File: src/rtl/note_render_pkg.sv
// Shared types and helpers for the note layer renderer: slot record, screen
// constants and the pitch-to-row mapping.
package note_render_pkg;

  localparam int unsigned H_VISIBLE = 640;
  localparam int unsigned V_VISIBLE = 480;

  typedef struct packed {
    logic       valid;
    logic [9:0] x;
    logic [3:0] pitch;
  } note_slot_t;

  // Top row of a note head; an underflow wraps high and is rejected as off-screen.
  function automatic logic [10:0] pitch_to_y(input logic [3:0] pitch,
                                             input int unsigned staff_top,
                                             input int unsigned line_spacing,
                                             input int unsigned note_h);
    return 11'(staff_top + pitch * (line_spacing / 2) - note_h / 2);
  endfunction

endpackage

File: src/rtl/note_layer_renderer_if.sv
// Note-table bus: shadow writes, commit/scroll control and commit status.
interface note_layer_renderer_if #(
  parameter int unsigned NUM_NOTES = 8
);
  localparam int unsigned AW = $clog2(NUM_NOTES);

  logic          wr_en;
  logic [AW-1:0] wr_addr;
  logic [9:0]    wr_x;
  logic [3:0]    wr_pitch;
  logic          wr_valid;
  logic          commit;
  logic          scroll_en;
  logic          commit_pending;

  modport master (
    output wr_en, wr_addr, wr_x, wr_pitch, wr_valid, commit, scroll_en,
    input  commit_pending
  );

  modport slave (
    input  wr_en, wr_addr, wr_x, wr_pitch, wr_valid, commit, scroll_en,
    output commit_pending
  );
endinterface

File: src/rtl/note_hit_test.sv
// Combinational test of one note slot against the current pixel, after
// applying the scroll offset and on-screen visibility rules.
module note_hit_test import note_render_pkg::*; #(
  parameter int unsigned HVisible    = 640,
  parameter int unsigned StaffTop    = 100,
  parameter int unsigned LineSpacing = 12,
  parameter int unsigned NoteW       = 8,
  parameter int unsigned NoteH       = 6
) (
  input  logic [9:0] draw_x_i,
  input  logic [9:0] draw_y_i,
  input  note_slot_t slot_i,
  input  logic [9:0] offset_i,
  output logic       hit_o
);

  logic [9:0]  x_disp;
  logic [10:0] note_y;
  logic        drawable;
  logic        x_in;
  logic        y_in;

  always_comb begin
    x_disp   = slot_i.x - offset_i;
    note_y   = pitch_to_y(slot_i.pitch, StaffTop, LineSpacing, NoteH);
    drawable = slot_i.valid && (32'(x_disp) < HVisible) && (32'(note_y) < V_VISIBLE);
    // Widened so a head near x=1023 or a high row cannot wrap past the pixel.
    x_in     = (11'(draw_x_i) >= 11'(x_disp)) && (11'(draw_x_i) < 11'(x_disp) + 11'(NoteW));
    y_in     = (12'(draw_y_i) >= 12'(note_y)) && (12'(draw_y_i) < 12'(note_y) + 12'(NoteH));
    hit_o    = drawable && x_in && y_in;
  end

endmodule

File: src/rtl/note_layer_renderer.sv
// Per-pixel colour for staff lines plus scrolling note heads, with a shadow
// note table committed to the display table only at frame start.
module note_layer_renderer #(
  parameter int unsigned NUM_NOTES    = 8,
  parameter int unsigned COLOR_W      = 4,
  parameter int unsigned H_VISIBLE    = 640,
  parameter int unsigned STAFF_TOP    = 100,
  parameter int unsigned LINE_SPACING = 12,
  parameter int unsigned NUM_LINES    = 5,
  parameter int unsigned NOTE_W       = 8,
  parameter int unsigned NOTE_H       = 6,
  parameter logic [11:0] NOTE_RGB     = 12'hF80
) (
  input  logic               Clk,
  input  logic               Reset,
  input  logic               pix_en,
  input  logic [9:0]         DrawX,
  input  logic [9:0]         DrawY,
  input  logic               blank,
  input  logic               frame_start,
  note_layer_renderer_if.slave bus,
  output logic [COLOR_W-1:0] red,
  output logic [COLOR_W-1:0] green,
  output logic [COLOR_W-1:0] blue
);
  import note_render_pkg::*;

  localparam int unsigned ChMax = (1 << COLOR_W) - 1;
  localparam logic [COLOR_W-1:0] NoteR = COLOR_W'(NOTE_RGB[11:8] * ChMax / 15);
  localparam logic [COLOR_W-1:0] NoteG = COLOR_W'(NOTE_RGB[7:4] * ChMax / 15);
  localparam logic [COLOR_W-1:0] NoteB = COLOR_W'(NOTE_RGB[3:0] * ChMax / 15);

  note_slot_t shadow_q [NUM_NOTES];
  note_slot_t shadow_d [NUM_NOTES];
  note_slot_t disp_q   [NUM_NOTES];
  note_slot_t disp_d   [NUM_NOTES];
  logic       pending_q, pending_d;
  logic [9:0] offset_q, offset_d;
  logic       s1_blank_q, s1_blank_d;
  logic       s1_staff_q, s1_staff_d;
  logic       s1_note_q, s1_note_d;
  logic [COLOR_W-1:0] red_q, red_d, green_q, green_d, blue_q, blue_d;

  logic [NUM_NOTES-1:0] hit;
  logic                 staff_hit;
  logic                 copy;

  for (genvar i = 0; i < NUM_NOTES; i++) begin : g_slot
    note_hit_test #(
      .HVisible    (H_VISIBLE),
      .StaffTop    (STAFF_TOP),
      .LineSpacing (LINE_SPACING),
      .NoteW       (NOTE_W),
      .NoteH       (NOTE_H)
    ) u_hit (
      .draw_x_i (DrawX),
      .draw_y_i (DrawY),
      .slot_i   (disp_q[i]),
      .offset_i (offset_q),
      .hit_o    (hit[i])
    );
  end

  always_comb begin
    shadow_d  = shadow_q;
    disp_d    = disp_q;
    pending_d = pending_q;
    offset_d  = offset_q;
    copy      = frame_start && (pending_q || bus.commit);

    if (bus.wr_en) begin
      shadow_d[bus.wr_addr] = '{valid: bus.wr_valid, x: bus.wr_x, pitch: bus.wr_pitch};
    end
    // Copy from the pre-write shadow so a same-cycle write waits for the next commit.
    if (copy) begin
      disp_d    = shadow_q;
      pending_d = 1'b0;
    end else if (bus.commit) begin
      pending_d = 1'b1;
    end
    if (frame_start && bus.scroll_en) begin
      offset_d = offset_q + 10'd1;
    end

    staff_hit = 1'b0;
    for (int unsigned k = 0; k < NUM_LINES; k++) begin
      if (32'(DrawY) == STAFF_TOP + k * LINE_SPACING) staff_hit = 1'b1;
    end

    s1_blank_d = s1_blank_q;
    s1_staff_d = s1_staff_q;
    s1_note_d  = s1_note_q;
    red_d      = red_q;
    green_d    = green_q;
    blue_d     = blue_q;
    if (pix_en) begin
      s1_blank_d = blank;
      s1_staff_d = staff_hit;
      s1_note_d  = |hit;
      if (!s1_blank_q) begin
        {red_d, green_d, blue_d} = '0;
      end else if (s1_note_q) begin
        {red_d, green_d, blue_d} = {NoteR, NoteG, NoteB};
      end else if (s1_staff_q) begin
        {red_d, green_d, blue_d} = '1;
      end else begin
        {red_d, green_d, blue_d} = '0;
      end
    end
  end

  always_ff @(posedge Clk or posedge Reset) begin
    if (Reset) begin
      shadow_q   <= '{default: '0};
      disp_q     <= '{default: '0};
      pending_q  <= 1'b0;
      offset_q   <= '0;
      s1_blank_q <= 1'b0;
      s1_staff_q <= 1'b0;
      s1_note_q  <= 1'b0;
      red_q      <= '0;
      green_q    <= '0;
      blue_q     <= '0;
    end else begin
      shadow_q   <= shadow_d;
      disp_q     <= disp_d;
      pending_q  <= pending_d;
      offset_q   <= offset_d;
      s1_blank_q <= s1_blank_d;
      s1_staff_q <= s1_staff_d;
      s1_note_q  <= s1_note_d;
      red_q      <= red_d;
      green_q    <= green_d;
      blue_q     <= blue_d;
    end
  end

  assign bus.commit_pending = pending_q;
  assign red   = red_q;
  assign green = green_q;
  assign blue  = blue_q;

endmodule
File: src/flat_wrapper.sv
// flat-port wrapper written by rule: the top's interface ports become plain ports
module note_layer_renderer_flat import note_render_pkg::*;
#(
  parameter int unsigned NUM_NOTES    = 8,
  parameter int unsigned COLOR_W      = 4,
  parameter int unsigned H_VISIBLE    = 640,
  parameter int unsigned STAFF_TOP    = 100,
  parameter int unsigned LINE_SPACING = 12,
  parameter int unsigned NUM_LINES    = 5,
  parameter int unsigned NOTE_W       = 8,
  parameter int unsigned NOTE_H       = 6,
  parameter logic [11:0] NOTE_RGB     = 12'hF80
)
  (Clk, Reset, pix_en, DrawX, DrawY, blank, frame_start, red, green, blue, bus_wr_en, bus_wr_addr, bus_wr_x, bus_wr_pitch, bus_wr_valid, bus_commit, bus_scroll_en, bus_commit_pending);
  note_layer_renderer_if #(.NUM_NOTES(NUM_NOTES)) bus_i ();
  input  logic Clk;
  input  logic Reset;
  input  logic pix_en;
  input  logic [9:0] DrawX;
  input  logic [9:0] DrawY;
  input  logic blank;
  input  logic frame_start;
  output logic [COLOR_W-1:0] red;
  output logic [COLOR_W-1:0] green;
  output logic [COLOR_W-1:0] blue;
  input wire logic [$bits(bus_i.wr_en)-1:0] bus_wr_en;
  input wire logic [$bits(bus_i.wr_addr)-1:0] bus_wr_addr;
  input wire logic [$bits(bus_i.wr_x)-1:0] bus_wr_x;
  input wire logic [$bits(bus_i.wr_pitch)-1:0] bus_wr_pitch;
  input wire logic [$bits(bus_i.wr_valid)-1:0] bus_wr_valid;
  input wire logic [$bits(bus_i.commit)-1:0] bus_commit;
  input wire logic [$bits(bus_i.scroll_en)-1:0] bus_scroll_en;
  output wire logic [$bits(bus_i.commit_pending)-1:0] bus_commit_pending;
  assign bus_i.wr_en = bus_wr_en;
  assign bus_i.wr_addr = bus_wr_addr;
  assign bus_i.wr_x = bus_wr_x;
  assign bus_i.wr_pitch = bus_wr_pitch;
  assign bus_i.wr_valid = bus_wr_valid;
  assign bus_i.commit = bus_commit;
  assign bus_i.scroll_en = bus_scroll_en;
  assign bus_commit_pending = bus_i.commit_pending;
  note_layer_renderer #(.NUM_NOTES(NUM_NOTES), .COLOR_W(COLOR_W), .H_VISIBLE(H_VISIBLE), .STAFF_TOP(STAFF_TOP), .LINE_SPACING(LINE_SPACING), .NUM_LINES(NUM_LINES), .NOTE_W(NOTE_W), .NOTE_H(NOTE_H), .NOTE_RGB(NOTE_RGB)) u_core (.Clk(Clk), .Reset(Reset), .pix_en(pix_en), .DrawX(DrawX), .DrawY(DrawY), .blank(blank), .frame_start(frame_start), .bus(bus_i), .red(red), .green(green), .blue(blue));
endmodule
File: config.mk
export PLATFORM = sky130hd
export DESIGN_NAME = note_layer_renderer_flat
export DESIGN_NICKNAME = d
export VERILOG_FILES = /design/src/rtl/note_render_pkg.sv /design/src/rtl/note_layer_renderer_if.sv /design/src/rtl/note_hit_test.sv /design/src/rtl/note_layer_renderer.sv /design/src/flat_wrapper.sv
export SDC_FILE = /design/constraint.sdc
export NUM_CORES = 1
export LEC_CHECK = 0
export CORE_ASPECT_RATIO = 1.4
export CORE_UTILIZATION = 50
export CTS_CLUSTER_DIAMETER = 200
export DETAILED_ROUTE_END_ITERATION = 12
export GPL_TIMING_DRIVEN = 0
export HOLD_SLACK_MARGIN = 0.06
export PLACE_DENSITY_LB_ADDON = 0.12
export SKIP_LAST_GASP = 1
export SLEW_MARGIN = 10
export SYNTH_ARGS = -nofsm -noshare
export SYNTH_HDL_FRONTEND = slang
export SYNTH_SLANG_ARGS = --single-unit
File: constraint.sdc
create_clock -name Clk -period 13.7 [get_ports Clk]
set_input_delay 2.055 -clock Clk [delete_from_list [all_inputs] [get_ports Clk]]
set_output_delay 2.055 -clock Clk [all_outputs]
set_load 0.02 [all_outputs]
==> flow_summary.toml, run 1 <==
[cts]
cts_tree = "built"
cts-root-buf = "clkbuf_16"
worstSkewPairLatency_ps = 560
cts_buffer_depth = 3
htreeDepth = 1
hold_buffers = 0
clkSinkCount = 256
clkTransAtPathRegs_ps = 70
post_cts_buffers = 0
cts_resized = 0
cts_buffers = 27

[timing]
tightest_slew_ps = 1230
finalHoldViolations = 0
clock.fmax_ghz = 0.185
relSlewSlack = 0.180
finalCritPeriodShare = 0.394
fin_setup_tns_ps = 0
rsz0062_at_grt = "false"
drv_slew = 0
fin_crit_ps = 5400
fin_skew_ps = 14.9
setup-violations-final = 0

[die]
die_h_um = 246
rows = 89
core_mm2 = 0.0420
fp.dieW_um = 176
initial_core_util = 0.506
die-area_mm2 = 0.0433
ioPinCount = 59

[route]
antenna_left = 0
vias_per_cell = 5.62
remaining_drc_errors = 0
drt_wl_total_um = 50800
drtIter0Drc = 582
wl_per_cell_um = 18.9
routed-via-count = 15100
drtPass1Iterations = 7

[synth]
ys_warn_count = 0
synth_cell_type_count = 79
synth_edf_count = 0
yosys_register_bits = 256
synthCells = 2044
netlist_area_mm2 = 0.0212
avgSynthCellArea_um2 = 10.4
ys.flop_type = "dfrtp_1"
yosysSeqAreaShare = 0.302
synth_nets = 2507
async_reset_ff_frac = 1.00
synthTopCellsByArea = "dfrtp_1 30%, ha_1 24%, mux2_2 13%, xnor2_1 4.3%, inv_1 2.8%"
yosys.area.top_type = "dfrtp_1"
synth_top_area_frac = 0.302

[final_layout]
area_growth_pct = 10.6
diodes = 0
final_cell_area_mm2 = 0.0235
final_nets = 2590
drive_above_1_share = 0.154
fin_cells = 2689

[worst_setup_path]
path_class = "in -> reg"
r2r_slack_ps = 8510
r2r_cells = 19
arrival_ps = 5880
reg2reg_to = "u_core.s1_note_q"
startpoint = "DrawY[1]"
cp_slowest_stage_delay_ps = 960
crit_top_cell = "o21ai_0"
crit_path_top_delay_cell = "clkdlybuf4s50_1"
end_kind = "flop"
critPathMaxFanout = 19
cp_cell_sequence = "clkdlybuf4s50_1 > ha_1 > nor2b_1 > o21a_1 > o21ai_0 > a21oi_1 > o21ai_0 > nand4_1 > a2111oi_0 > a2111oi_2 > a31oi_1"
reg2reg_from = "u_core.offset_q[0]"
required_ps = 14180
crit_path_end = "u_core.s1_note_q"
cp-start-kind = "input port"

[global_route]
grt_pass1_wl_um = 80200
grt_overflow_total = 0
first_global_vias = 14900
antenna_found_initial = 0
grt_usage = 0.237
grt_max_degree = 100

[placement]
placed_cell_area_mm2 = 0.0225
globalplace.congestion = 0.875
port_buffers = 51
post-dp-hpwl_um = 39900
dp_cells = 2644

[hold_path]
hold_start = "u_core.offset_q[4]"
hold_path_depth = 1
hp-class = "reg -> reg"

[power_and_ir_drop]
power_leakage_nw = 11.0
peakVddDrop_mv = 0.112
power_mw = 6.17
p_per_area_mw_per_mm2 = 263

[job]
maxCapViolations = 0

[run_status]
status = "finished, final reports clean"
## cell families after synthesis
logic type               synth area share
adder cells (fa/ha/maj)             0.254
AO/OA/AOI/OAI                       0.119
flip-flops                          0.302
AND/OR/NAND/NOR                    0.0879
XOR/XNOR                           0.0701
buffers and inverters              0.0383
multiplexers                        0.129
## registers in the layout, indices dropped and copies added, names as in the netlist
name                       flops
u_core.blue                    1
u_core.bus.commit_pending      1
u_core.disp_q                120
u_core.green                   1
u_core.offset_q               10
u_core.s1_blank_q              1
u_core.s1_note_q               1
u_core.s1_staff_q              1
u_core.shadow_q              120
## cell usage after synthesis, drive strengths merged (20+ instances only)
cell,instances
ha,401
nor3,57
nor2,92
nand2,72
xor2,65
o211ai,20
clkbuf,29
xnor2,105
a21oi,91
a21o,38
inv,158
mux2,242
nor2b,32
o21ai,89
nand3,21
dfrtp,256
o21a,34
## critical path: cells and delay by family
family	cells	cell delay (ps)
AOI/OAI and AO/OA	7	2020
adders and majority gates	1	620
buffers and inverters	1	960
and+or+nand+nor	2	190
## per-layer routing
layer | track usage | wire, um | vias up | part of all wire
met5 | 0 | 0 | - | 0
met4 | 0.0629 | 1230 | 0 | 0.024
met3 | 0.0169 | 1160 | 60 | 0.023
met2 | 0.430 | 25500 | 189 | 0.50
met1 | 0.301 | 22900 | 7336 | 0.45
li1 | - | - | 7534 | -
## layout make-up
cell class              instances  area [um2]
fillers                      3691       18500
multi-input cells            1587       14000
flip-flops and latches        256        6410
clock buffers                  34         762
well taps                     546         683
inverters                     158         601
repair buffers                 54         576
plain buffers                  43         221
clock inverters                11         210
## power breakdown
part / leakage (nW) / internal, mW / switching [mW]
clock network: 0.474 / 0.502 / 0.310
logic: 7.40 / 1.94 / 2.29
registers: 3.09 / 0.957 / 0.166
## cells in the final DEF, fill, tap and decap left out, types with 8 or more instances in the layout
master,n
a2111oi_0,8
a211oi_1,14
a21o_1,37
a21oi_1,91
a31oi_1,10
buf_4,11
clkbuf_1,29
clkbuf_16,27
clkdlybuf4s50_1,51
dfrtp_1,256
fa_1,16
ha_1,401
inv_1,157
mux2_2,242
nand2_1,72
nand2b_1,16
nand3_1,21
nand4_1,13
nor2_1,91
nor2b_1,32
nor3_1,57
nor4_1,11
o2111ai_1,16
o211ai_1,19
o21a_1,34
o21ai_0,88
or2_2,11
xnor2_1,105
xor2_1,65
## per-stage QoR
stage | utilization | worst slack (ps) | hold slack (ps)
6_report | 0.560 | 8300 | 469
3_3_place_gp | 0.535 | 1480 | 460
4_1_cts | 0.560 | 8260 | 475
3_5_place_dp | 0.536 | 7690 | 466
2_1_floorplan | - | 4600 | 445
5_1_grt | 0.560 | 8180 | 487
## worst min-delay path by stage
stage                    endpoint  slack (ps)
4_1_cts        u_core.offset_q[4]         470
6_report       u_core.offset_q[4]         470
2_1_floorplan  u_core.offset_q[4]         440
3_5_place_dp   u_core.offset_q[4]         470
5_1_grt        u_core.offset_q[2]         490
3_3_place_gp   u_core.offset_q[4]         460
(Power assumes the default switching activity.)
==> run 2, diff against run 1 <==
clock period = 4.4 ns   (was 13.7 ns; I/O delays follow)
==> flow_summary.toml, run 2 (synthesized netlist as in run 1, its figures left out) <==
[timing]
tightest_slew_ps = 1210
clock.fmax_ghz = 0.233
fin_crit_ps = 4300
finalCritPeriodShare = 0.977
finalHoldViolations = 0
fin_skew_ps = 21.8
relSlewSlack = 0.189
drv_slew = 0
fin_setup_tns_ps = 0
setup-violations-final = 0

[worst_setup_path]
reg2reg_from = "u_core.offset_q[0]"
required_ps = 4870
r2r_cells = 20
cp-start-kind = "flop"
reg2reg_to = "u_core.s1_note_q"
arrival_ps = 4770
end_kind = "flop"
r2r_slack_ps = 100
critPathMaxFanout = 3
path_class = "reg -> reg"

[placement]
port_buffers = 51
placed_cell_area_mm2 = 0.0226
dp_cells = 2650
globalplace.congestion = 0.887
post-dp-hpwl_um = 40700

[cts]
clkSinkCount = 256
hold_buffers = 0
cts_tree = "built"
cts-root-buf = "clkbuf_16"
cts_buffers = 27
cts_buffer_depth = 3
clkTransAtPathRegs_ps = 60
worstSkewPairLatency_ps = 570
htreeDepth = 1

[route]
vias_per_cell = 5.63
drtPass1Iterations = 5
antenna_left = 0
drt_wl_total_um = 53200
wl_per_cell_um = 19.4
remaining_drc_errors = 0
drtIter0Drc = 601
routed-via-count = 15500

[hold_path]
hp-class = "in -> async"

[global_route]
grt_usage = 0.246
antenna_found_initial = 0
first_global_vias = 15400
grt_overflow_total = 0
grt_pass1_wl_um = 83000
grt_max_degree = 40

[final_layout]
diodes = 0
drive_above_1_share = 0.222
fin_cells = 2744
mostFrequentLayoutCell = "ha_1"
area_growth_pct = 15.4
final_cell_mix = "394 x ha_1, 253 x dfrtp_1, 242 x mux2_2"
final_core_util = 0.584
reg_top3 = "u_core.disp_q: 120 flops, u_core.shadow_q: 120 flops, u_core.offset_q: 10 flops"
final_nets = 2642
final_cell_area_mm2 = 0.0245

[job]
maxCapViolations = 0

[die]
die-area_mm2 = 0.0433
initial_core_util = 0.506
die_h_um = 246
fp.dieW_um = 176
ioPinCount = 59
rows = 89
core_mm2 = 0.0420

[run_status]
status = "finished, final reports clean"

[power_and_ir_drop]
peakVddDrop_mv = 0.393
p_per_area_mw_per_mm2 = 838
power_leakage_nw = 11.3
[run 2: changes by cell type in the layout (fill, tap and decap cells not counted), moves of 8 or more]
cell	change
xnor2_2	+12
a21oi_1	-17
buf_4	+43
a21oi_2	+16
clkinvlp_4	+9
buf_12	+9
xnor2_1	-12
o21ai_0	-8
[run 2: worst max-delay path, stage by stage, from the launching register on]
cell	delay (ps)
dfrtp_4	430
buf_6	120
buf_6	110
ha_2	170
inv_1	60
fa_2	420
a211o_1	370
a211oi_4	310
o211ai_2	180
nor2_2	170
nand4_1	130
xnor2_1	160
ha_1	180
nor2_1	150
nand3_2	120
nor3_2	230
o21a_1	250
o2111ai_2	170
nor2_2	240
a2111oi_4	70
a31oi_1	150
[run 2: what timing repair did]
item	CTS	global route
gates resized for setup	42	94
setup endpoints to repair	1	1
buffers inserted	24	22
pin swaps	9	68
[run 2: per-stage QoR]
step	hold slack, ps	worst slack (ps)	total power, mW
global route	357	-54.4	22.8
global placement	460	-1430	16.1
finish	364	103	20.6
detailed placement	462	-1020	16.7
CTS	347	2.33	19.7
floorplan	445	226	13.8
[run 2: power by group]
group          total [mW]  leakage [nW]  switching [mW]  internal [mW]
Sequential           3.49          3.08           0.508           2.98
Combinational        14.7          7.80            7.80           6.86
Clock                2.39         0.439            1.02           1.37
Total                20.6          11.3            9.33           11.2
[run 2: routing by layer]
| metal | vias up | routed length, um | track usage |
|---|---|---|---|
| li1 | 7631 | - | - |
| met1 | 7532 | 22700 | 0.300 |
| met2 | 204 | 27300 | 0.448 |
| met3 | 92 | 1430 | 0.0182 |
| met4 | 0 | 1710 | 0.0852 |
| met5 | - | 0 | 0 |
[run 2: worst max path at each step]
stage | startpoint | endpoint | slack (ps) | cells after the start
2_1_floorplan | u_core.offset_q[1] | u_core.s1_note_q | 230 | 17
3_3_place_gp | Reset | u_core.blue[2] | -1430 | 2
3_5_place_dp | u_core.offset_q[1] | u_core.s1_note_q | -1020 | 18
4_1_cts | u_core.offset_q[1] | u_core.s1_note_q | 2 | 22
5_1_grt | u_core.offset_q[0] | u_core.s1_note_q | -50 | 20
6_report | u_core.offset_q[0] | u_core.s1_note_q | 100 | 20
[run 2: area by class of cell]
type	count	area (um2)
fillers	3601	17500
plain buffers	43	221
flip-flops and latches	256	6410
repair buffers	106	1040
clock inverters	16	186
multi-input cells	1587	14600
well taps	546	683
inverters	158	616
clock buffers	32	734
==> run 3, diff against run 2 <==
CORE_MARGIN = 8   (was not set)
==> flow_summary.toml, run 3 (synthesized netlist as in run 1, its figures left out) <==
[hold_path]
hp-class = "in -> reg"

[worst_setup_path]
cp_slowest_stage_delay_ps = 440
cp_cell_sequence = "clkinvlp_4 > buf_4 > ha_1 > o21a_1 > o31a_1 > o21ai_1 > a21oi_1 > xnor2_2 > buf_4 > nor3_2 > xor2_1 > ha_1 > nor2_1 > o2111ai_1 > or3_1 > a221oi_2 > o2111ai_2 > and4_4 > a31oi_1"
cp-start-kind = "flop"
end_kind = "flop"
critPathMaxFanout = 5
crit_path_top_delay_cell = "dfrtp_1"
required_ps = 4870
path_class = "reg -> reg"
arrival_ps = 4730

[power_and_ir_drop]
power_leakage_nw = 11.2
power_mw = 20.1
p_per_area_mw_per_mm2 = 831
peakVddDrop_mv = 0.360

[cts]
worstSkewPairLatency_ps = 550
cts_buffer_depth = 3
clkSinkCount = 256
htreeDepth = 1
cts_buffers = 27
cts_tree = "built"
clkTransAtPathRegs_ps = 70
cts-root-buf = "clkbuf_16"
hold_buffers = 0

[route]
drtPass1Iterations = 7
vias_per_cell = 5.66
antenna_left = 0
drtIter0Drc = 687
remaining_drc_errors = 0
drt_wl_total_um = 52400
wl_per_cell_um = 19.2
routed-via-count = 15400

[final_layout]
multiInputGateArea_mm2 = 0.0144
final_nets = 2622
seqCellArea_mm2 = 0.00641
reg_top3 = "u_core.disp_q: 120 flops, u_core.shadow_q: 120 flops, u_core.offset_q: 10 flops"
final_cell_mix = "398 x ha_1, 253 x dfrtp_1, 242 x mux2_2"
mostFrequentLayoutCell = "ha_1"
n_fill_cell = 3657
area_growth_pct = 13.9
diodes = 0
drive_above_1_share = 0.201

[global_route]
grt_pass1_wl_um = 83900
antenna_found_initial = 0
grt_usage = 0.210
grt_overflow_total = 0
first_global_vias = 15600
grt_max_degree = 39

[run_status]
status = "finished, final reports clean"

[die]
core_mm2 = 0.0421
die_h_um = 260
ioPinCount = 59
die-area_mm2 = 0.0494
fp.dieW_um = 190
rows = 89
initial_core_util = 0.505

[timing]
relSlewSlack = 0.218
finalCritPeriodShare = 0.969
finalHoldViolations = 0
setup-violations-final = 0
fin_skew_ps = 13.9
fin_crit_ps = 4260
timing.final.ws_setup_ps = 138
clock.fmax_ghz = 0.235
hold_ws_ps = 362
tightest_slew_ps = 1170
drv_slew = 0

[job]
maxCapViolations = 0

[placement]
globalplace.congestion = 0.850
post-dp-hpwl_um = 41300
post-place-ws_ps = -993
port_buffers = 51
-- run 3: cell types whose count changed in the layout (fill, tap and decap cells not counted), sizes merged --
cell,previous run,this run
clkdlybuf4s50,50,51
buf,70,48
clkinvlp,11,9
clkinv,6,8
bufinv,3,5
-- run 3: worst max-delay path: cells and delay by family, from the launching register on --
kind | cells | cell delay, ps
AOI/OAI and AO/OA | 8 | 1430
and+or+nand+nor | 4 | 920
buffers and inverters | 3 | 590
adders and majority gates | 2 | 520
DFF | 1 | 440
xor gates and xnor gates | 2 | 250
-- run 3: report_power, final --
part	total (mW)	leakage (nW)	internal (mW)	switching, mW
Clock	2.45	0.464	1.46	0.992
Combinational	14.2	7.68	6.58	7.61
Sequential	3.49	3.08	2.98	0.509
-- run 3: path summary, 6_finish.rpt --
check                                     from                    to  slack (ps)  cells after the start
max in group asynchronous                Reset  u_core.shadow_q[103]        2590                      6
min in group asynchronous                Reset   u_core.shadow_q[83]         510                      2
min reg2reg                u_core.shadow_q[38]     u_core.disp_q[38]         490                      1
min                                     pix_en     u_core.s1_staff_q         360                      2
max reg2reg                 u_core.offset_q[3]      u_core.s1_note_q         140                     19
max                         u_core.offset_q[3]      u_core.s1_note_q         140                     19
-- run 3: stage by stage --
stage               instance area (um2)  setup TNS [ps]  utilization  std cells
finish                            24200               0        0.575       2725
detailed placement                22600            -993        0.537       2650
global route                      24200           -13.8        0.575       2725
CTS                               23800               0        0.566       2713
global placement                  22400         -374950        0.533       2641
floorplan                         21300               0            -       2044
-- run 3: area by class of cell --
| cell class | instances | share of cell area |
|---|---|---|
| repair buffers | 85 | 0.0362 |
| flip-flops and latches | 256 | 0.265 |
| plain buffers | 43 | 0.00915 |
| clock inverters | 17 | 0.00946 |
| multi-input cells | 1587 | 0.597 |
| inverters | 158 | 0.0254 |
| clock buffers | 32 | 0.0295 |
| repair inverters | 1 | 0.000310 |
| well taps | 546 | 0.0282 |
-- run 3: timing repair --
| action | 4_1_cts | 5_1_grt |
|---|---|---|
| pin swaps | 7 | 18 |
| buffers inserted | 14 | 11 |
| endpoints found under the hold margin | 0 | 0 |
| cloned | 0 | 1 |
| setup endpoints to repair | 1 | 1 |
| resized for setup | 34 | 61 |
-- run 3: routing by layer --
metal	vias up	global-route usage	wire length [um]
met5	-	0	0
met4	0	0.0604	1410
met3	70	0.0153	1290
met2	241	0.384	26800
met1	7520	0.261	23000
li1	7596	-	-
